`config.mk`:
```
export PLATFORM = sky130hd
export DESIGN_NAME = quadrature_generator_flat
export DESIGN_NICKNAME = d
export VERILOG_FILES = /design/src/rtl/quadrature_generator_pkg.sv /design/src/rtl/quadrature_generator_if.sv /design/src/rtl/quad_tick_divider.sv /design/src/rtl/quadrature_generator.sv /design/src/flat_wrapper.sv
export SDC_FILE = /design/constraint.sdc
export NUM_CORES = 1
export LEC_CHECK = 0
export CAP_MARGIN = 20
export CORE_ASPECT_RATIO = 0.9
export CORE_UTILIZATION = 45
export CTS_CLUSTER_SIZE = 20
export DETAILED_ROUTE_END_ITERATION = 10
export PLACE_DENSITY = 0.66
export SYNTH_ARGS = -nofsm -noshare
export SYNTH_HDL_FRONTEND = slang
export SYNTH_SLANG_ARGS = --single-unit
```
`constraint.sdc`:
```
create_clock -name clk -period 3.9 [get_ports clk]
set_input_delay 0.585 -clock clk [delete_from_list [all_inputs] [get_ports clk]]
set_output_delay 0.585 -clock clk [all_outputs]
set_load 0.1 [all_outputs]
```
`src/rtl/quadrature_generator_pkg.sv`:
```
// Shared quadrature phase encoding, phase-step functions and FSM state type.
// Phase words are {enc_b, enc_a}; the decoder bench reuses these constants.
package quadrature_generator_pkg;

  localparam logic [1:0] PH_00 = 2'b00;
  localparam logic [1:0] PH_01 = 2'b01;
  localparam logic [1:0] PH_11 = 2'b11;
  localparam logic [1:0] PH_10 = 2'b10;

  typedef enum logic {
    IDLE = 1'b0,
    RUN  = 1'b1
  } state_t;

  function automatic logic [1:0] next_fwd(input logic [1:0] ph);
    logic [1:0] nx;
    nx = PH_00;
    case (ph)
      PH_00:   nx = PH_01;
      PH_01:   nx = PH_11;
      PH_11:   nx = PH_10;
      default: nx = PH_00;
    endcase
    return nx;
  endfunction

  function automatic logic [1:0] next_rev(input logic [1:0] ph);
    logic [1:0] nx;
    nx = PH_00;
    case (ph)
      PH_00:   nx = PH_10;
      PH_10:   nx = PH_11;
      PH_11:   nx = PH_01;
      default: nx = PH_00;
    endcase
    return nx;
  endfunction

endpackage

```
`src/rtl/quadrature_generator_if.sv`:
```
// Command/status bundle of the quadrature generator; master issues moves,
// slave (the generator) drives the encoder phases and status.
interface quadrature_generator_if #(
  parameter int WIDTH     = 16,
  parameter int PER_WIDTH = 16
);
  logic                        cmd_valid;
  logic                        cmd_ready;
  logic signed [WIDTH-1:0]     cmd_steps;
  logic        [PER_WIDTH-1:0] cmd_period;
  logic                        abort;
  logic                        enc_a;
  logic                        enc_b;
  logic signed [WIDTH-1:0]     position;
  logic                        busy;
  logic                        done;

  modport master (
    output cmd_valid, cmd_steps, cmd_period, abort,
    input  cmd_ready, enc_a, enc_b, position, busy, done
  );

  modport slave (
    input  cmd_valid, cmd_steps, cmd_period, abort,
    output cmd_ready, enc_a, enc_b, position, busy, done
  );
endinterface

```
`src/rtl/quad_tick_divider.sv`:
```
// Edge-rate divider: counts 0..period-1 while enabled and fires a one-cycle
// tick on the terminal count. The period is loaded and the count cleared per move.
module quad_tick_divider #(
  parameter int PER_WIDTH = 16
) (
  input  logic                 clk,
  input  logic                 rst_n,
  input  logic                 en,
  input  logic                 clear,
  input  logic                 load,
  input  logic [PER_WIDTH-1:0] period_in,
  output logic                 tick
);

  localparam logic [PER_WIDTH-1:0] ONE = PER_WIDTH'(1);

  logic [PER_WIDTH-1:0] period_q, period_d;
  logic [PER_WIDTH-1:0] cnt_q, cnt_d;

  assign tick = en && !clear && (cnt_q == (period_q - ONE));

  always_comb begin
    period_d = period_q;
    cnt_d    = cnt_q;
    if (load) begin
      period_d = period_in;
    end
    if (clear) begin
      cnt_d = '0;
    end else if (en) begin
      cnt_d = tick ? '0 : (cnt_q + ONE);
    end
  end

  always_ff @(posedge clk or negedge rst_n) begin
    if (!rst_n) begin
      period_q <= ONE;
      cnt_q    <= '0;
    end else begin
      period_q <= period_d;
      cnt_q    <= cnt_d;
    end
  end

endmodule

```
`src/rtl/quadrature_generator.sv`:
```
// Encoder emulator: turns signed relative moves into a quadrature edge train
// at a programmable edge period, tracking its own signed position.
module quadrature_generator
  import quadrature_generator_pkg::*;
#(
  parameter int WIDTH     = 16,
  parameter int PER_WIDTH = 16
) (
  input  logic                  clk,
  input  logic                  rst_n,
  quadrature_generator_if.slave bus
);

  localparam logic signed [WIDTH-1:0] POS_ONE = WIDTH'(1);
  localparam logic        [WIDTH-1:0] REM_ONE = WIDTH'(1);

  state_t                  state_q, state_d;
  logic [1:0]              phase_q, phase_d;
  logic signed [WIDTH-1:0] pos_q, pos_d;
  logic [WIDTH-1:0]        rem_q, rem_d;
  logic                    dir_q, dir_d;
  logic                    done_q, done_d;

  logic                    accept;
  logic                    tick;
  logic                    div_load;
  logic                    div_clear;
  logic [WIDTH-1:0]        steps_mag;
  logic [PER_WIDTH-1:0]    period_in;

  assign accept = (state_q == IDLE) && bus.cmd_valid;

  // Two's-complement negate of the most-negative value yields 2^(WIDTH-1) unsigned.
  assign steps_mag = bus.cmd_steps[WIDTH-1] ? $unsigned(-bus.cmd_steps)
                                            : $unsigned(bus.cmd_steps);
  assign period_in = (bus.cmd_period == '0) ? PER_WIDTH'(1) : bus.cmd_period;

  quad_tick_divider #(
    .PER_WIDTH (PER_WIDTH)
  ) u_div (
    .clk       (clk),
    .rst_n     (rst_n),
    .en        (state_q == RUN),
    .clear     (div_clear),
    .load      (div_load),
    .period_in (period_in),
    .tick      (tick)
  );

  always_comb begin
    state_d   = state_q;
    phase_d   = phase_q;
    pos_d     = pos_q;
    rem_d     = rem_q;
    dir_d     = dir_q;
    done_d    = 1'b0;
    div_load  = 1'b0;
    div_clear = 1'b0;
    case (state_q)
      IDLE: begin
        if (accept) begin
          if (steps_mag == '0) begin
            done_d = 1'b1;
          end else begin
            state_d   = RUN;
            dir_d     = bus.cmd_steps[WIDTH-1];
            rem_d     = steps_mag;
            div_load  = 1'b1;
            div_clear = 1'b1;
          end
        end
      end
      RUN: begin
        // Abort wins over a coincident tick so no edge follows the abort.
        if (bus.abort) begin
          state_d = IDLE;
          done_d  = 1'b1;
        end else if (tick) begin
          phase_d = dir_q ? next_rev(phase_q) : next_fwd(phase_q);
          pos_d   = dir_q ? (pos_q - POS_ONE) : (pos_q + POS_ONE);
          rem_d   = rem_q - REM_ONE;
          if (rem_q == REM_ONE) begin
            state_d = IDLE;
            done_d  = 1'b1;
          end
        end
      end
      default: state_d = IDLE;
    endcase
  end

  always_ff @(posedge clk or negedge rst_n) begin
    if (!rst_n) begin
      state_q <= IDLE;
      phase_q <= PH_00;
      pos_q   <= '0;
      rem_q   <= '0;
      dir_q   <= 1'b0;
      done_q  <= 1'b0;
    end else begin
      state_q <= state_d;
      phase_q <= phase_d;
      pos_q   <= pos_d;
      rem_q   <= rem_d;
      dir_q   <= dir_d;
      done_q  <= done_d;
    end
  end

  assign bus.cmd_ready = (state_q == IDLE);
  assign bus.busy      = (state_q == RUN);
  assign bus.done      = done_q;
  assign bus.enc_a     = phase_q[0];
  assign bus.enc_b     = phase_q[1];
  assign bus.position  = pos_q;

endmodule
```
`src/flat_wrapper.sv`:
```
// flat-port wrapper written by rule: the top's interface ports become plain ports
module quadrature_generator_flat import quadrature_generator_pkg::*;
#(
  parameter int WIDTH     = 16,
  parameter int PER_WIDTH = 16
)
  (clk, rst_n, bus_cmd_valid, bus_cmd_steps, bus_cmd_period, bus_abort, bus_cmd_ready, bus_enc_a, bus_enc_b, bus_position, bus_busy, bus_done);
  quadrature_generator_if #(.WIDTH(WIDTH), .PER_WIDTH(PER_WIDTH)) bus_i ();
  input  logic clk;
  input  logic rst_n;
  input wire logic [$bits(bus_i.cmd_valid)-1:0] bus_cmd_valid;
  input wire logic [$bits(bus_i.cmd_steps)-1:0] bus_cmd_steps;
  input wire logic [$bits(bus_i.cmd_period)-1:0] bus_cmd_period;
  input wire logic [$bits(bus_i.abort)-1:0] bus_abort;
  output wire logic [$bits(bus_i.cmd_ready)-1:0] bus_cmd_ready;
  output wire logic [$bits(bus_i.enc_a)-1:0] bus_enc_a;
  output wire logic [$bits(bus_i.enc_b)-1:0] bus_enc_b;
  output wire logic [$bits(bus_i.position)-1:0] bus_position;
  output wire logic [$bits(bus_i.busy)-1:0] bus_busy;
  output wire logic [$bits(bus_i.done)-1:0] bus_done;
  assign bus_i.cmd_valid = bus_cmd_valid;
  assign bus_i.cmd_steps = bus_cmd_steps;
  assign bus_i.cmd_period = bus_cmd_period;
  assign bus_i.abort = bus_abort;
  assign bus_cmd_ready = bus_i.cmd_ready;
  assign bus_enc_a = bus_i.enc_a;
  assign bus_enc_b = bus_i.enc_b;
  assign bus_position = bus_i.position;
  assign bus_busy = bus_i.busy;
  assign bus_done = bus_i.done;
  quadrature_generator #(.WIDTH(WIDTH), .PER_WIDTH(PER_WIDTH)) u_core (.clk(clk), .rst_n(rst_n), .bus(bus_i));
endmodule
```
; After elaboration in Yosys (flattened, before gate mapping)
; Index checks and enable logic that the tools add are counted.
[totals]
reg_bits = 69
out_inout_bits = 21
elab_cells = 64
[op_classes]
n_addsub = 6
eq_ne = 9
muxes = 27
bitwise_logic = 3
n_reduce_logical = 11
[ops]
columns = op, count
row1 = $mux W16, 10
row2 = $logic_not A16 Y1, 2
row3 = $pmux W16 S2, 1
row4 = $sub A16 B1 Y16 const B, 2
row5 = $add A16 B1 Y16 const B, 1
row6 = $add A16 B2 Y16 const B, 1
row7 = $eq A16 B1 Y1 const B, 1
row8 = $eq A16 B16 Y1, 1
row9 = $neg A16 Y16, 1
row10 = $sub A16 B2 Y16 const B, 1
row11 = $pmux W2 S3, 2
row12 = $mux W1, 11
row13 = $ne A2 B2 Y1 const B, 3
row14 = $reduce_and A3 Y1, 2
row15 = $eq A2 B2 Y1 const B, 2
row16 = $pmux W1 S2, 2
row17 = $reduce_and A4 Y1, 1
row18 = $logic_and A1 B1 Y1, 3
row19 = $not A1 Y1, 3
row20 = $eq A2 B1 Y1 const B, 1
row21 = $logic_not A2 Y1, 1
row22 = $mux W2, 1
row23 = $ne A2 B1 Y1 const B, 1
row24 = $reduce_bool A2 Y1, 1
row25 = $logic_not A1 Y1, 1

; Depth between registers and ports, before layout
; Gate-level depths: netlist (run 1).
[depth]
ltp_word = 12
depth_mapped = 13
ltp_nobuf = 10

; Hierarchy
; A second synthesis (run 1) with hierarchy kept.
[hier_totals]
cells_unflattened = 595
area_unflattened_um2 = 5266.3
[modules_own_cells]
columns = mod, instances, cells_each, area_per_inst_um2
row1 = quadrature_generator, 1, 381, 3209.3
row2 = quad_tick_divider, 1, 214, 2057.0

; Worst setup path before layout (run 1)
; Ideal clock, no wire load.
[synth_timing]
path_kind = input port to flip-flop
from = in bus_cmd_steps[1]
to = reg u_core.rem_q[3]
arrival_ps = 3287
required_time_ps = 3812
setup_slack_ps = 525
cell_stages = 12
path_cell_list = inv_1 ha_1 or4b_2 a31oi_1 a31oi_1 or4_4 nor4_4 nand2b_1 buf_6 buf_6 o32ai_1 a211oi_2
[synth_between]
elab_chain_cells = 11
[synth_lines]
columns = item, line_no
row1 = "start, declared", flat_wrapper.sv:12  ; input wire logic [$bits(bus_i.cmd_steps)-1:0] bus_cmd_steps;
row2 = $neg A16 Y16, quadrature_generator.sv:34  ; assign steps_mag = bus.cmd_steps[WIDTH-1] ? $unsigned(-bus.cmd_steps)
row3 = $mux W16 (*), quadrature_generator.sv:34
row4 = $logic_not A16 Y1, quadrature_generator.sv:62  ; if (steps_mag == '0) begin
row5 = $mux W1, quadrature_generator.sv:62
row6 = $mux W1, quadrature_generator.sv:61  ; if (accept) begin
row7 = $mux W1, quadrature_generator.sv:59  ; case (state_q)
row8 = $logic_not A1 Y1, quad_tick_divider.sv:20  ; assign tick = en && !clear && (cnt_q == (period_q - ONE));
row9 = $logic_and A1 B1 Y1 (2 in series), quad_tick_divider.sv:20
row10 = $ne A2 B2 Y1 (no source line), -
row11 = $reduce_and A4 Y1 (no source line), -
row12 = "end signal, assigned", quadrature_generator.sv:104  ; rem_q <= rem_d;
row13 = "end, declared", quadrature_generator.sv:20  ; logic [WIDTH-1:0] rem_q, rem_d;
; Every way passes the cells marked *; elsewhere a longest branch is shown, timed or not. The select of a mux whose other input is x is not followed.
; A chain may end at the register's enable or synchronous reset.

; Final worst setup path (run 1)
[layout_timing]
from = reg u_core.u_div.period_q[1]
to = reg u_core.rem_q[9]
[layout_between]
elab_chain_cells = 5
[layout_lines]
columns = item, line_no
row1 = "start, declared", quad_tick_divider.sv:17  ; logic [PER_WIDTH-1:0] period_q, period_d;
row2 = "start signal, assigned", quad_tick_divider.sv:40  ; period_q <= period_d;
row3 = $sub A16 B1 Y16, quad_tick_divider.sv:20
row4 = $eq A16 B16 Y1, quad_tick_divider.sv:20
row5 = $logic_and A1 B1 Y1, quad_tick_divider.sv:20
row6 = $ne A2 B2 Y1 (no source line), -
row7 = $reduce_and A4 Y1 (no source line), -
; No other way between the ends.

==> results of run 1 <==
## power by group
group          internal, W  switching [W]
sequential        0.000857       0.000208
clock             0.000624       0.000318
combinational     0.000444       0.000559
## per-layer routing
layer  vias up  track usage (%)
met5         -                0
met4         0             6.14
met3        14             4.08
met2        98             37.0
met1      2393             31.7
li1       2376                -
## kinds of logic after synthesis
group | after synthesis | share of synthesized area, %
compound gates | 154 | 21.5
xor+xnor | 40 | 6.95
fa+ha+maj | 21 | 5.16
buf+inv | 57 | 4.71
flops | 69 | 33.0
mux | 17 | 3.56
simple gates | 244 | 25.1
## through the flow
stage | cells | instance area, sq um | utilization, % | total power [W] | worst slack, ns
after floorplan | 602 | 5240 | - | 0.00178 | 0.525
after detailed placement | 809 | 6080 | 54.9 | 0.00206 | 0.0161
after global routing | 825 | 6420 | 58.0 | 0.00319 | 0.134
after global placement | 809 | 6080 | 54.9 | 0.00203 | 0.0903
after CTS | 825 | 6420 | 58.0 | 0.00302 | 0.316
final | 825 | 6420 | 58.0 | 0.00301 | 0.280
## cells in the final DEF, fill, tap and decap left out, types with 8 or more instances in the layout
cell type / count
sky130_fd_sc_hd__nor4_1: 13
sky130_fd_sc_hd__mux2_2: 13
sky130_fd_sc_hd__o21ai_0: 24
sky130_fd_sc_hd__nand3_1: 14
sky130_fd_sc_hd__o211a_1: 9
sky130_fd_sc_hd__and3_1: 12
sky130_fd_sc_hd__a211oi_1: 8
sky130_fd_sc_hd__xor2_1: 15
sky130_fd_sc_hd__a21oi_1: 15
sky130_fd_sc_hd__inv_1: 25
sky130_fd_sc_hd__dfrtp_1: 68
sky130_fd_sc_hd__nor2_1: 30
sky130_fd_sc_hd__xnor2_1: 24
sky130_fd_sc_hd__clkbuf_16: 9
sky130_fd_sc_hd__or3_1: 12
sky130_fd_sc_hd__clkdlybuf4s50_1: 53
sky130_fd_sc_hd__a31oi_1: 31
sky130_fd_sc_hd__buf_4: 31
sky130_fd_sc_hd__nand2_1: 67
sky130_fd_sc_hd__nand2b_1: 11
sky130_fd_sc_hd__ha_1: 20
sky130_fd_sc_hd__nor3_1: 28
sky130_fd_sc_hd__or2_2: 16
## state kept, by name, indices dropped and copies added, names as in the netlist
name / cells
u_core.u_div.cnt_q: 16
u_core.dir_q: 1
u_core.bus.position: 16
u_core.rem_q: 16
u_core.bus.done: 1
u_core.phase_q: 2
u_core.u_div.period_q: 16
u_core.bus.busy: 1
## how the worst min path moves through the flow
stage                                              from                             endpoint  slack (ns)  depth (start not counted)
finish                                            rst_n  u_core.bus.position[14]$_DFFE_PN0P_        0.23                          1
global route                                      rst_n  u_core.bus.position[11]$_DFFE_PN0P_        0.28                          1
CTS                                               rst_n  u_core.bus.position[14]$_DFFE_PN0P_        0.25                          1
detailed placement  u_core.bus.position[15]$_DFFE_PN0P_  u_core.bus.position[15]$_DFFE_PN0P_        0.49                          1
global placement    u_core.bus.position[15]$_DFFE_PN0P_  u_core.bus.position[15]$_DFFE_PN0P_        0.47                          1
floorplan                                         rst_n            u_core.bus.busy$_DFF_PN0_        0.29                          0
## final cells by class
type / count / area share (%)
Clock buffer: 10 / 3.56
Tap cell: 152 / 2.96
Timing Repair Buffer: 86 / 12.3
Sequential cell: 69 / 26.9
Multi-Input combinational cell: 476 / 51.1
Clock inverter: 6 / 1.73
Inverter: 26 / 1.52
==> impl_metrics.xml, run 1 <==
<?xml version="1.0" encoding="UTF-8"?>
<metrics>
  <group name="floorplanning">
    <metric name="io_pins" unit="">57</metric>
    <metric name="die-area" unit="sq mm">0.0121</metric>
    <metric name="dieWidth" unit="um">116</metric>
    <metric name="floorplan.initialDensity" unit="%">47.3</metric>
    <metric name="placementRows" unit="">36</metric>
    <metric name="chipHeight" unit="um">104</metric>
    <metric name="area_of_the_core" unit="sq mm">0.0111</metric>
  </group>
  <group name="logic_synthesis">
    <metric name="synthesis.instances" unit="">602</metric>
    <metric name="synth_common_cells" unit="">68 x sky130_fd_sc_hd__dfrtp_1, 67 x sky130_fd_sc_hd__nand2_1, 31 x sky130_fd_sc_hd__a31oi_1</metric>
    <metric name="synth_top_cells_by_area" unit="">sky130_fd_sc_hd__dfrtp_1 32%, sky130_fd_sc_hd__nand2_1 4.8%, sky130_fd_sc_hd__ha_1 4.8%</metric>
    <metric name="synth-seq-area-share" unit="%">33.0</metric>
    <metric name="commonest_register_cell_after_synthesis" unit="">sky130_fd_sc_hd__dfrtp_1</metric>
    <metric name="ys.warnings.count" unit="">0</metric>
    <metric name="yosys.area.top_type_share" unit="%">32.5</metric>
    <metric name="yosys_register_bits" unit="">69</metric>
    <metric name="combined_area_of_all_synthesized_cells" unit="sq mm">0.00524</metric>
    <metric name="synth_most_common_cell" unit="">sky130_fd_sc_hd__dfrtp_1</metric>
    <metric name="synth_edf_count" unit="">0</metric>
    <metric name="yosys.area.top_type" unit="">sky130_fd_sc_hd__dfrtp_1</metric>
    <metric name="syn_nets" unit="">659</metric>
    <metric name="ys_types" unit="">69</metric>
    <metric name="async_reset_ff_share" unit="%">100</metric>
    <metric name="synth_area_per_cell" unit="sq um">8.70</metric>
  </group>
  <group name="sta">
    <metric name="setup_total_negative_slack" unit="ns">0</metric>
    <metric name="worst_hold_slack" unit="ns">0.227</metric>
    <metric name="timing_hold_violations_final" unit="">0</metric>
    <metric name="clock-skew-final" unit="ns">0.00717</metric>
    <metric name="timing_worst_slew_pin_value" unit="ns">0.976</metric>
    <metric name="setup_viol" unit="">0</metric>
    <metric name="timing.max_slew.rel_slack" unit="%">34.8</metric>
    <metric name="drv_slew" unit="">0</metric>
    <metric name="period_needed" unit="ns">3.62</metric>
    <metric name="maxClockFrequency" unit="GHz">0.276</metric>
    <metric name="layout_worst_path_cycle_share" unit="%">92.8</metric>
    <metric name="rsz0062_at_grt" unit="">false</metric>
  </group>
  <group name="clock_network">
    <metric name="cts-resized-gates" unit="">0</metric>
    <metric name="post_cts_buffers" unit="">0</metric>
    <metric name="cts.sink_count" unit="">69</metric>
    <metric name="worst_setup_hold_path_clk_slew" unit="ns">0.06</metric>
    <metric name="clk_lat_worst_skew" unit="ns">0.34</metric>
    <metric name="clock_path_buffers" unit="">2</metric>
    <metric name="cts_max_level" unit="">3</metric>
    <metric name="cts_inserted_buffers" unit="">9</metric>
    <metric name="tritoncts" unit="">done</metric>
    <metric name="master_cell_of_the_clock_root_buffer" unit="">sky130_fd_sc_hd__clkbuf_16</metric>
    <metric name="cts-hold-fix-buffers" unit="">0</metric>
  </group>
  <group name="finish">
    <metric name="final_nets" unit="">725</metric>
    <metric name="post_route_cells_drive_above_1_share" unit="%">14.6</metric>
    <metric name="number_of_inserted_filler_cells_in_the_final_layout" unit="">994</metric>
    <metric name="final-seq-area" unit="sq mm">0.00173</metric>
    <metric name="multi_input_area" unit="sq mm">0.00328</metric>
    <metric name="syn2layout_area_growth" unit="%">22.7</metric>
    <metric name="insertedDiodeCount" unit="">0</metric>
  </group>
  <group name="detailed_routing">
    <metric name="initialDrtViolationCount" unit="">404</metric>
    <metric name="first_pass_iters" unit="">5</metric>
    <metric name="route.met2.wl" unit="mm">6.35</metric>
    <metric name="ant_nets" unit="">0</metric>
    <metric name="route.detailed.drc" unit="">0</metric>
    <metric name="wire_per_inst" unit="um">16.1</metric>
    <metric name="top_sig_layer" unit="">met4</metric>
    <metric name="met3_wirelength" unit="um">544</metric>
    <metric name="drt-met1-wl" unit="mm">6.22</metric>
    <metric name="routed_wl" unit="mm">13.3</metric>
    <metric name="route.vias.total" unit="">4881</metric>
    <metric name="avgViaCountPerCell" unit="">5.92</metric>
  </group>
  <group name="critical_path">
    <metric name="worst_path_maximum_fanout" unit="">9</metric>
    <metric name="cp_common_cell" unit="">sky130_fd_sc_hd__or4b_1</metric>
    <metric name="timing.critical_path.cells" unit="">inv_1 &gt; ha_1 &gt; or4b_1 &gt; or4b_1 &gt; a21oi_1 &gt; nor3_1 &gt; nor4_1 &gt; buf_4 &gt; nand3b_1 &gt; a2111o_1 &gt; o211a_1</metric>
    <metric name="critical_path.slowest_cell" unit="">sky130_fd_sc_hd__or4b_1</metric>
    <metric name="regToRegSetupSlack" unit="ns">0.28</metric>
    <metric name="largest_delay_share_family_worst_path" unit="">simple AND/OR/NAND/NOR gates</metric>
    <metric name="worst-setup-path-type" unit="">reg2reg</metric>
    <metric name="worst_r2r_path_depth" unit="">11</metric>
    <metric name="cp-end-kind" unit="">flop</metric>
    <metric name="timing.critical_path.from_type" unit="">flop</metric>
    <metric name="r2r_start" unit="">u_core.u_div.period_q[1]$_DFFE_PN0N_</metric>
    <metric name="cp.buffers_inverters" unit="">2</metric>
    <metric name="critical_path_required" unit="ns">4.13</metric>
    <metric name="critical_path.startpoint" unit="">u_core.u_div.period_q[1]$_DFFE_PN0N_</metric>
    <metric name="critical_path_arrival" unit="ns">3.85</metric>
    <metric name="crit-reg2reg-capture" unit="">u_core.rem_q[9]$_DFFE_PN0P_</metric>
    <metric name="capture_point_of_the_worst_path" unit="">u_core.rem_q[9]$_DFFE_PN0P_</metric>
    <metric name="cp_num_cells" unit="">11</metric>
    <metric name="cp_max_stage_delay" unit="ns">0.61</metric>
  </group>
  <group name="placement">
    <metric name="port-buffer-count" unit="">56</metric>
    <metric name="post-dp-hpwl" unit="mm">9.83</metric>
    <metric name="globalplace.congestion" unit="">0.846</metric>
  </group>
  <group name="global_routing">
    <metric name="via_count_of_the_first_global_routing_pass" unit="">4644</metric>
    <metric name="gr-total-overflow" unit="">0</metric>
    <metric name="grt_usage" unit="%">23.0</metric>
    <metric name="grt_start_max_net_pins" unit="">47</metric>
    <metric name="antenna_found_initial" unit="">0</metric>
    <metric name="grt_first_pass_wirelength" unit="mm">22.1</metric>
  </group>
  <group name="pwr">
    <metric name="power_leakage" unit="nW">2.75</metric>
    <metric name="power.density_cell_area" unit="mW/mm^2">468</metric>
    <metric name="power.ir.vdd_worst" unit="mV">0.288</metric>
  </group>
  <group name="job">
    <metric name="maxCapViolCount" unit="">0</metric>
  </group>
  <group name="status">
    <metric name="outcome" unit="">complete, no violations</metric>
  </group>
  <group name="worst_hold_path">
    <metric name="timing.hold.worst.class" unit="">in2async</metric>
  </group>
</metrics>
Note: power is estimated with default switching activity, not from simulation.
==> run 2: changes to the inputs <==
--- a/config.mk
+++ b/config.mk
@@ -13,4 +13,5 @@
 export PLACE_DENSITY = 0.66
 export SYNTH_ARGS = -nofsm -noshare
 export SYNTH_HDL_FRONTEND = slang
+export SYNTH_HIERARCHICAL = 1
 export SYNTH_SLANG_ARGS = --single-unit
==> impl_metrics.xml, run 2 <==
<?xml version="1.0" encoding="UTF-8"?>
<metrics>
  <group name="detailed_routing">
    <metric name="initialDrtViolationCount" unit="">388</metric>
    <metric name="route.detailed.drc" unit="">0</metric>
    <metric name="wire_per_inst" unit="um">15.7</metric>
    <metric name="ant_nets" unit="">0</metric>
    <metric name="route.vias.total" unit="">4743</metric>
    <metric name="routed_wl" unit="mm">12.8</metric>
    <metric name="avgViaCountPerCell" unit="">5.81</metric>
    <metric name="first_pass_iters" unit="">7</metric>
  </group>
  <group name="clock_network">
    <metric name="cts_inserted_buffers" unit="">9</metric>
    <metric name="cts_max_level" unit="">3</metric>
    <metric name="worst_setup_hold_path_clk_slew" unit="ns">0.05</metric>
    <metric name="tritoncts" unit="">done</metric>
    <metric name="cts.sink_count" unit="">69</metric>
    <metric name="clock_path_buffers" unit="">2</metric>
    <metric name="master_cell_of_the_clock_root_buffer" unit="">sky130_fd_sc_hd__clkbuf_16</metric>
    <metric name="clk_lat_worst_skew" unit="ns">0.33</metric>
  </group>
  <group name="global_routing">
    <metric name="grt_usage" unit="%">22.0</metric>
    <metric name="antenna_found_initial" unit="">0</metric>
    <metric name="grt_start_max_net_pins" unit="">70</metric>
    <metric name="grt_first_pass_wirelength" unit="mm">21.4</metric>
    <metric name="via_count_of_the_first_global_routing_pass" unit="">4534</metric>
    <metric name="gr-total-overflow" unit="">0</metric>
  </group>
  <group name="sta">
    <metric name="timing.max_slew.rel_slack" unit="%">34.7</metric>
    <metric name="timing_hold_violations_final" unit="">0</metric>
    <metric name="setup_viol" unit="">0</metric>
    <metric name="clock-skew-final" unit="ns">0.00584</metric>
    <metric name="layout_worst_path_cycle_share" unit="%">95.9</metric>
    <metric name="maxClockFrequency" unit="GHz">0.267</metric>
    <metric name="period_needed" unit="ns">3.74</metric>
    <metric name="drv_slew" unit="">0</metric>
    <metric name="timing_worst_slew_pin_value" unit="ns">0.976</metric>
  </group>
  <group name="critical_path">
    <metric name="worst_path_maximum_fanout" unit="">16</metric>
    <metric name="critical_path_arrival" unit="ns">4.00</metric>
    <metric name="r2r_start" unit="">u_core/u_div/period_q[7]$_DFFE_PN0P_</metric>
    <metric name="timing.critical_path.from_type" unit="">input pin</metric>
    <metric name="regToRegSetupSlack" unit="ns">0.38</metric>
    <metric name="critical_path_required" unit="ns">4.16</metric>
    <metric name="crit-reg2reg-capture" unit="">u_core/bus.position[14]$_DFFE_PN0P_</metric>
    <metric name="cp-end-kind" unit="">flop</metric>
    <metric name="worst_r2r_path_depth" unit="">12</metric>
    <metric name="worst-setup-path-type" unit="">in2reg</metric>
  </group>
  <group name="placement">
    <metric name="globalplace.congestion" unit="">0.891</metric>
    <metric name="postPlaceCellArea" unit="sq mm">0.00606</metric>
    <metric name="port-buffer-count" unit="">56</metric>
    <metric name="post-dp-hpwl" unit="mm">9.24</metric>
  </group>
  <group name="job">
    <metric name="maxCapViolCount" unit="">0</metric>
  </group>
  <group name="logic_synthesis">
    <metric name="synth_common_cells" unit="">68 x sky130_fd_sc_hd__dfrtp_1, 56 x sky130_fd_sc_hd__nand2_1, 33 x sky130_fd_sc_hd__nor2_1</metric>
    <metric name="async_reset_ff_share" unit="%">100</metric>
    <metric name="commonest_register_cell_after_synthesis" unit="">sky130_fd_sc_hd__dfrtp_1</metric>
    <metric name="synthesis.instances" unit="">595</metric>
    <metric name="synth-seq-area-share" unit="%">32.8</metric>
    <metric name="yosys.area.top_type" unit="">sky130_fd_sc_hd__dfrtp_1</metric>
    <metric name="synth_area_per_cell" unit="sq um">8.85</metric>
    <metric name="ys.warnings.count" unit="">6</metric>
    <metric name="synth_edf_count" unit="">0</metric>
    <metric name="yosys_register_bits" unit="">69</metric>
    <metric name="syn_nets" unit="">652</metric>
    <metric name="combined_area_of_all_synthesized_cells" unit="sq mm">0.00527</metric>
    <metric name="yosys.area.top_type_share" unit="%">32.3</metric>
    <metric name="synth_most_common_cell" unit="">sky130_fd_sc_hd__dfrtp_1</metric>
    <metric name="synth_top_cells_by_area" unit="">sky130_fd_sc_hd__dfrtp_1 32%, sky130_fd_sc_hd__ha_1 4.8%, sky130_fd_sc_hd__xor2_1 4.3%</metric>
    <metric name="ys_types" unit="">73</metric>
  </group>
  <group name="pwr">
    <metric name="finalPower" unit="W">0.00273</metric>
    <metric name="power.density_cell_area" unit="mW/mm^2">423</metric>
    <metric name="power.ir.vdd_worst" unit="mV">0.228</metric>
    <metric name="power_leakage" unit="nW">2.69</metric>
  </group>
  <group name="floorplanning">
    <metric name="chipHeight" unit="um">105</metric>
    <metric name="area_of_the_core" unit="sq mm">0.0114</metric>
    <metric name="die-area" unit="sq mm">0.0121</metric>
    <metric name="floorplan.initialDensity" unit="%">46.1</metric>
    <metric name="io_pins" unit="">57</metric>
    <metric name="placementRows" unit="">37</metric>
    <metric name="dieWidth" unit="um">116</metric>
  </group>
  <group name="finish">
    <metric name="syn2layout_area_growth" unit="%">22.5</metric>
    <metric name="insertedDiodeCount" unit="">0</metric>
    <metric name="mostFrequentLayoutCell" unit="">sky130_fd_sc_hd__dfrtp_1</metric>
    <metric name="number_of_inserted_filler_cells_in_the_final_layout" unit="">1049</metric>
    <metric name="finalInstanceArea" unit="sq mm">0.00645</metric>
    <metric name="commonest_cells_after_routing_fill_and_taps_aside" unit="">68 x sky130_fd_sc_hd__dfrtp_1, 56 x sky130_fd_sc_hd__nand2_1, 53 x sky130_fd_sc_hd__clkdlybuf4s50_1</metric>
    <metric name="post_route_cells_drive_above_1_share" unit="%">12.9</metric>
    <metric name="final_nets" unit="">713</metric>
    <metric name="utilization" unit="%">56.4</metric>
  </group>
  <group name="worst_hold_path">
    <metric name="timing.hold.worst.class" unit="">in2async</metric>
  </group>
  <group name="status">
    <metric name="outcome" unit="">complete, no violations</metric>
  </group>
</metrics>
==> run 2: cell count changes after synthesis, moves of 11 or more <==
cell,before,now
sky130_fd_sc_hd__xor2_1,15,26
sky130_fd_sc_hd__mux2i_1,4,18
sky130_fd_sc_hd__nand2_1,67,56
sky130_fd_sc_hd__or2_2,16,3
sky130_fd_sc_hd__clkbuf_1,20,32
sky130_fd_sc_hd__a31oi_1,31,8
sky130_fd_sc_hd__a222oi_1,0,13
==> run 2: cell families after synthesis <==
logic type | count (synthesis) | synth area share, %
simple gates | 219 | 22.9
buf+inv | 68 | 5.68
mux | 31 | 6.20
fa+ha+maj | 21 | 5.13
xor+xnor | 48 | 7.98
flops | 69 | 32.8
compound gates | 139 | 19.3
==> run 2: worst max-delay path by stage <==
stage | startpoint | endpoint | slack, ns
3_3_place_gp | bus_cmd_steps[10] | u_core/rem_q[7]$_DFFE_PN0P_ | 0.02
3_5_place_dp | bus_cmd_steps[2] | u_core/rem_q[10]$_DFFE_PN0P_ | -0.18
6_report | bus_cmd_steps[4] | u_core/bus.position[14]$_DFFE_PN0P_ | 0.16
2_1_floorplan | bus_cmd_steps[8] | u_core/rem_q[14]$_DFFE_PN0P_ | 0.13
4_1_cts | bus_cmd_steps[2] | u_core/rem_q[2]$_DFFE_PN0P_ | 0.15
5_1_grt | bus_cmd_steps[8] | u_core/bus.position[14]$_DFFE_PN0P_ | -0.005
==> run 2: worst max-delay path: stages <==
cell and delay, ns:
sky130_fd_sc_hd__clkdlybuf4s50_1 0.46, sky130_fd_sc_hd__nor4_4 0.40, sky130_fd_sc_hd__buf_4 0.19, sky130_fd_sc_hd__nand3b_1 0.14
sky130_fd_sc_hd__mux2i_1 0.17, sky130_fd_sc_hd__o31ai_1 0.23, sky130_fd_sc_hd__o21ai_1 0.18, sky130_fd_sc_hd__o21a_4 0.23
sky130_fd_sc_hd__nand2b_1 0.15, sky130_fd_sc_hd__nor3_1 0.26, sky130_fd_sc_hd__buf_4 0.17, sky130_fd_sc_hd__nand3b_1 0.15
sky130_fd_sc_hd__buf_12 0.22, sky130_fd_sc_hd__nor4b_1 0.27, sky130_fd_sc_hd__a21oi_1 0.09, sky130_fd_sc_hd__nand3_1 0.10
==> run 2: what timing repair did <==
item	in CTS	in global routing
hold buffers	0	0
setup endpoints to repair	0	17
resized for setup	0	4
setup buffers	0	3
==> run 2: layout make-up <==
cell class | count | area (sq um) | area share (%)
flip-flops and latches | 69 | 1730 | 26.8
multi-input cells | 458 | 3270 | 50.7
clock buffers | 11 | 253 | 3.92
well taps | 156 | 195 | 3.03
repair buffers | 89 | 811 | 12.6
inverters | 29 | 109 | 1.69
clock inverters | 5 | 82.6 | 1.28
==> run 2: power by group <==
part           internal, W  switching (W)
combinational     0.000364       0.000457
sequential        0.000834       0.000166
clock             0.000594       0.000310
total              0.00179       0.000934
==> run 2: through the flow <==
stage	setup slack (ns)	setup TNS (ns)	hold slack [ns]	std cells
final	0.160	0	0.462	817
after global routing	-0.00478	-0.00690	0.546	817
after CTS	0.149	0	0.504	814
after detailed placement	-0.176	-2.44	0.505	798
after global placement	0.0233	0	0.497	798
after floorplan	0.127	0	0.289	595
==> run 2: per-layer routing <==
metal / GRT usage, % / share of wire [%] / routed length [um] / vias up
met4: 5.22 / 0.83 / 106 / 0
li1: - / - / - / 2330
met3: 4.12 / 3.1 / 399 / 9
met2: 35.4 / 48 / 6170 / 92
met1: 30.2 / 48 / 6120 / 2312
met5: 0 / 0 / 0 / -
==> run 3: changes to the inputs <==
--- a/config.mk
+++ b/config.mk
@@ -7,10 +7,12 @@
 export LEC_CHECK = 0
 export CAP_MARGIN = 20
 export CORE_ASPECT_RATIO = 0.9
+export CORE_MARGIN = 2
 export CORE_UTILIZATION = 45
 export CTS_CLUSTER_SIZE = 20
 export DETAILED_ROUTE_END_ITERATION = 10
 export PLACE_DENSITY = 0.66
+export SETUP_SLACK_MARGIN = 0.2
 export SYNTH_ARGS = -nofsm -noshare
 export SYNTH_HDL_FRONTEND = slang
 export SYNTH_HIERARCHICAL = 1
==> impl_metrics.xml, run 3 (synthesis results as in run 2) <==
<?xml version="1.0" encoding="UTF-8"?>
<metrics>
  <group name="finish">
    <metric name="final-seq-area" unit="sq mm">0.00173</metric>
    <metric name="mostFrequentLayoutCell" unit="">sky130_fd_sc_hd__dfrtp_1</metric>
    <metric name="syn2layout_area_growth" unit="%">23.9</metric>
    <metric name="number_of_inserted_filler_cells_in_the_final_layout" unit="">1067</metric>
    <metric name="commonest_cells_after_routing_fill_and_taps_aside" unit="">68 x sky130_fd_sc_hd__dfrtp_1, 56 x sky130_fd_sc_hd__nand2_1, 47 x sky130_fd_sc_hd__clkdlybuf4s50_1</metric>
    <metric name="final_nets" unit="">717</metric>
    <metric name="post_route_cells_drive_above_1_share" unit="%">14.3</metric>
    <metric name="insertedDiodeCount" unit="">0</metric>
    <metric name="utilization" unit="%">57.0</metric>
    <metric name="multi_input_area" unit="sq mm">0.00333</metric>
  </group>
  <group name="worst_hold_path">
    <metric name="timing.hold.worst.class" unit="">in2async</metric>
  </group>
  <group name="placement">
    <metric name="globalplace.congestion" unit="">0.869</metric>
    <metric name="port-buffer-count" unit="">56</metric>
    <metric name="post-place-ws" unit="ns">-0.00846</metric>
    <metric name="post-dp-hpwl" unit="mm">9.53</metric>
  </group>
  <group name="sta">
    <metric name="drv_slew" unit="">0</metric>
    <metric name="clock-skew-final" unit="ns">0.00583</metric>
    <metric name="maxClockFrequency" unit="GHz">0.285</metric>
    <metric name="worst_hold_slack" unit="ns">0.273</metric>
    <metric name="layout_worst_path_cycle_share" unit="%">89.9</metric>
    <metric name="rsz0062_at_grt" unit="">false</metric>
    <metric name="setup_viol" unit="">0</metric>
    <metric name="timing_hold_violations_final" unit="">0</metric>
    <metric name="timing_worst_slew_pin_value" unit="ns">0.988</metric>
    <metric name="timing.max_slew.rel_slack" unit="%">33.9</metric>
    <metric name="final.setup.worst_slack" unit="ns">0.395</metric>
    <metric name="period_needed" unit="ns">3.50</metric>
  </group>
  <group name="critical_path">
    <metric name="worst_path_maximum_fanout" unit="">7</metric>
    <metric name="timing.critical_path.cells" unit="">clkdlybuf4s50_1 &gt; or3_4 &gt; nor4b_4 &gt; a311oi_2 &gt; nor3b_2 &gt; nand4_2 &gt; o21a_4 &gt; nand2b_4 &gt; nor3_4 &gt; nor3b_4 &gt; buf_2 &gt; nand2_1 &gt; mux2i_1 &gt; a222oi_1</metric>
    <metric name="critical_path_arrival" unit="ns">3.67</metric>
    <metric name="critical_path.slowest_cell" unit="">sky130_fd_sc_hd__clkdlybuf4s50_1</metric>
    <metric name="worst-setup-path-type" unit="">in2reg</metric>
    <metric name="cp-end-kind" unit="">flop</metric>
    <metric name="worst_r2r_path_depth" unit="">11</metric>
    <metric name="critical_path_required" unit="ns">4.07</metric>
    <metric name="cp_max_stage_delay" unit="ns">0.42</metric>
    <metric name="timing.critical_path.from_type" unit="">input pin</metric>
  </group>
  <group name="clock_network">
    <metric name="cts.sink_count" unit="">69</metric>
    <metric name="clk_lat_worst_skew" unit="ns">0.33</metric>
    <metric name="cts_inserted_buffers" unit="">9</metric>
    <metric name="tritoncts" unit="">done</metric>
    <metric name="worst_setup_hold_path_clk_slew" unit="ns">0.06</metric>
    <metric name="cts-hold-fix-buffers" unit="">0</metric>
    <metric name="clock_path_buffers" unit="">2</metric>
    <metric name="cts_max_level" unit="">3</metric>
    <metric name="master_cell_of_the_clock_root_buffer" unit="">sky130_fd_sc_hd__clkbuf_16</metric>
  </group>
  <group name="global_routing">
    <metric name="grt_start_max_net_pins" unit="">53</metric>
    <metric name="grt_first_pass_wirelength" unit="mm">22.1</metric>
    <metric name="via_count_of_the_first_global_routing_pass" unit="">4582</metric>
    <metric name="grt_usage" unit="%">21.2</metric>
    <metric name="antenna_found_initial" unit="">0</metric>
    <metric name="gr-total-overflow" unit="">0</metric>
  </group>
  <group name="pwr">
    <metric name="power.density_cell_area" unit="mW/mm^2">411</metric>
    <metric name="power_leakage" unit="nW">2.78</metric>
    <metric name="power.ir.vdd_worst" unit="mV">0.234</metric>
  </group>
  <group name="floorplanning">
    <metric name="floorplan.initialDensity" unit="%">46.1</metric>
    <metric name="dieWidth" unit="um">118</metric>
    <metric name="area_of_the_core" unit="sq mm">0.0114</metric>
    <metric name="placementRows" unit="">37</metric>
    <metric name="chipHeight" unit="um">107</metric>
    <metric name="io_pins" unit="">57</metric>
    <metric name="die-area" unit="sq mm">0.0126</metric>
  </group>
  <group name="detailed_routing">
    <metric name="wire_per_inst" unit="um">16.1</metric>
    <metric name="ant_nets" unit="">0</metric>
    <metric name="routed_wl" unit="mm">13.2</metric>
    <metric name="initialDrtViolationCount" unit="">348</metric>
    <metric name="avgViaCountPerCell" unit="">5.75</metric>
    <metric name="route.detailed.drc" unit="">0</metric>
    <metric name="first_pass_iters" unit="">5</metric>
    <metric name="route.vias.total" unit="">4724</metric>
  </group>
  <group name="status">
    <metric name="outcome" unit="">complete, no violations</metric>
  </group>
  <group name="job">
    <metric name="maxCapViolCount" unit="">0</metric>
  </group>
</metrics>
==> run 3: per-layer routing <==
metal | GRT usage (%) | vias up | share of wire [%]
li1 | - | 2340 | -
met1 | 29.0 | 2274 | 48
met2 | 35.3 | 96 | 47
met3 | 3.46 | 14 | 3.6
met4 | 5.34 | 0 | 1.1
met5 | 0 | - | 0
==> run 3: final timing paths <==
check,startpoint,endpoint,slack (ns)
max reg2reg,u_core/u_div/period_q[7]$_DFFE_PN0P_,u_core/rem_q[13]$_DFFE_PN0P_,0.41
min reg2reg,u_core/bus.position[15]$_DFFE_PN0P_,u_core/bus.position[15]$_DFFE_PN0P_,0.50
max,bus_cmd_steps[10],u_core/rem_q[13]$_DFFE_PN0P_,0.40
min in group clk,u_core/bus.position[15]$_DFFE_PN0P_,u_core/bus.position[15]$_DFFE_PN0P_,0.50
max in group asynchronous,rst_n,u_core/rem_q[5]$_DFFE_PN0P_,2.63
min,rst_n,u_core/u_div/period_q[12]$_DFFE_PN0P_,0.27
==> run 3: power by group <==
| group | internal [W] | switching (W) |
|---|---|---|
| registers | 0.000834 | 0.000167 |
| clock network | 0.000530 | 0.000318 |
| logic | 0.000365 | 0.000464 |
| total | 0.00173 | 0.000950 |
==> run 3: per-stage QoR <==
| stage | std cells | setup TNS, ns | power (W) | cell area [sq um] |
|---|---|---|---|---|
| finish | 821 | 0 | 0.00268 | 6520 |
| global route | 821 | 0 | 0.00284 | 6520 |
| CTS | 815 | 0 | 0.00267 | 6390 |
| detailed placement | 799 | -0.00846 | 0.00182 | 6080 |
| global placement | 799 | 0 | 0.00179 | 6080 |
| floorplan | 595 | 0 | 0.00157 | 5280 |
==> run 3: area by class of cell <==
class / instances / share of cell area (%)
flip-flops and latches: 69 / 26.5
clock buffers: 11 / 3.87
inverters: 29 / 1.67
multi-input cells: 459 / 51.0
clock inverters: 5 / 0.902
repair buffers: 92 / 13.0
well taps: 156 / 2.99
==> run 3: repair_timing <==
item / 4_1_cts / 5_1_grt
setup buffers: 0 / 4
endpoints found under the setup margin: 0 / 18
gates resized for setup: 0 / 18
==> run 3: worst max-delay path: cells and delay by family <==
family	cells	cell delay [ns]
buffers and inverters	2	0.70
AO/OA/AOI/OAI	3	0.47
multiplexers	1	0.13
AND/OR/NAND/NOR	8	1.79
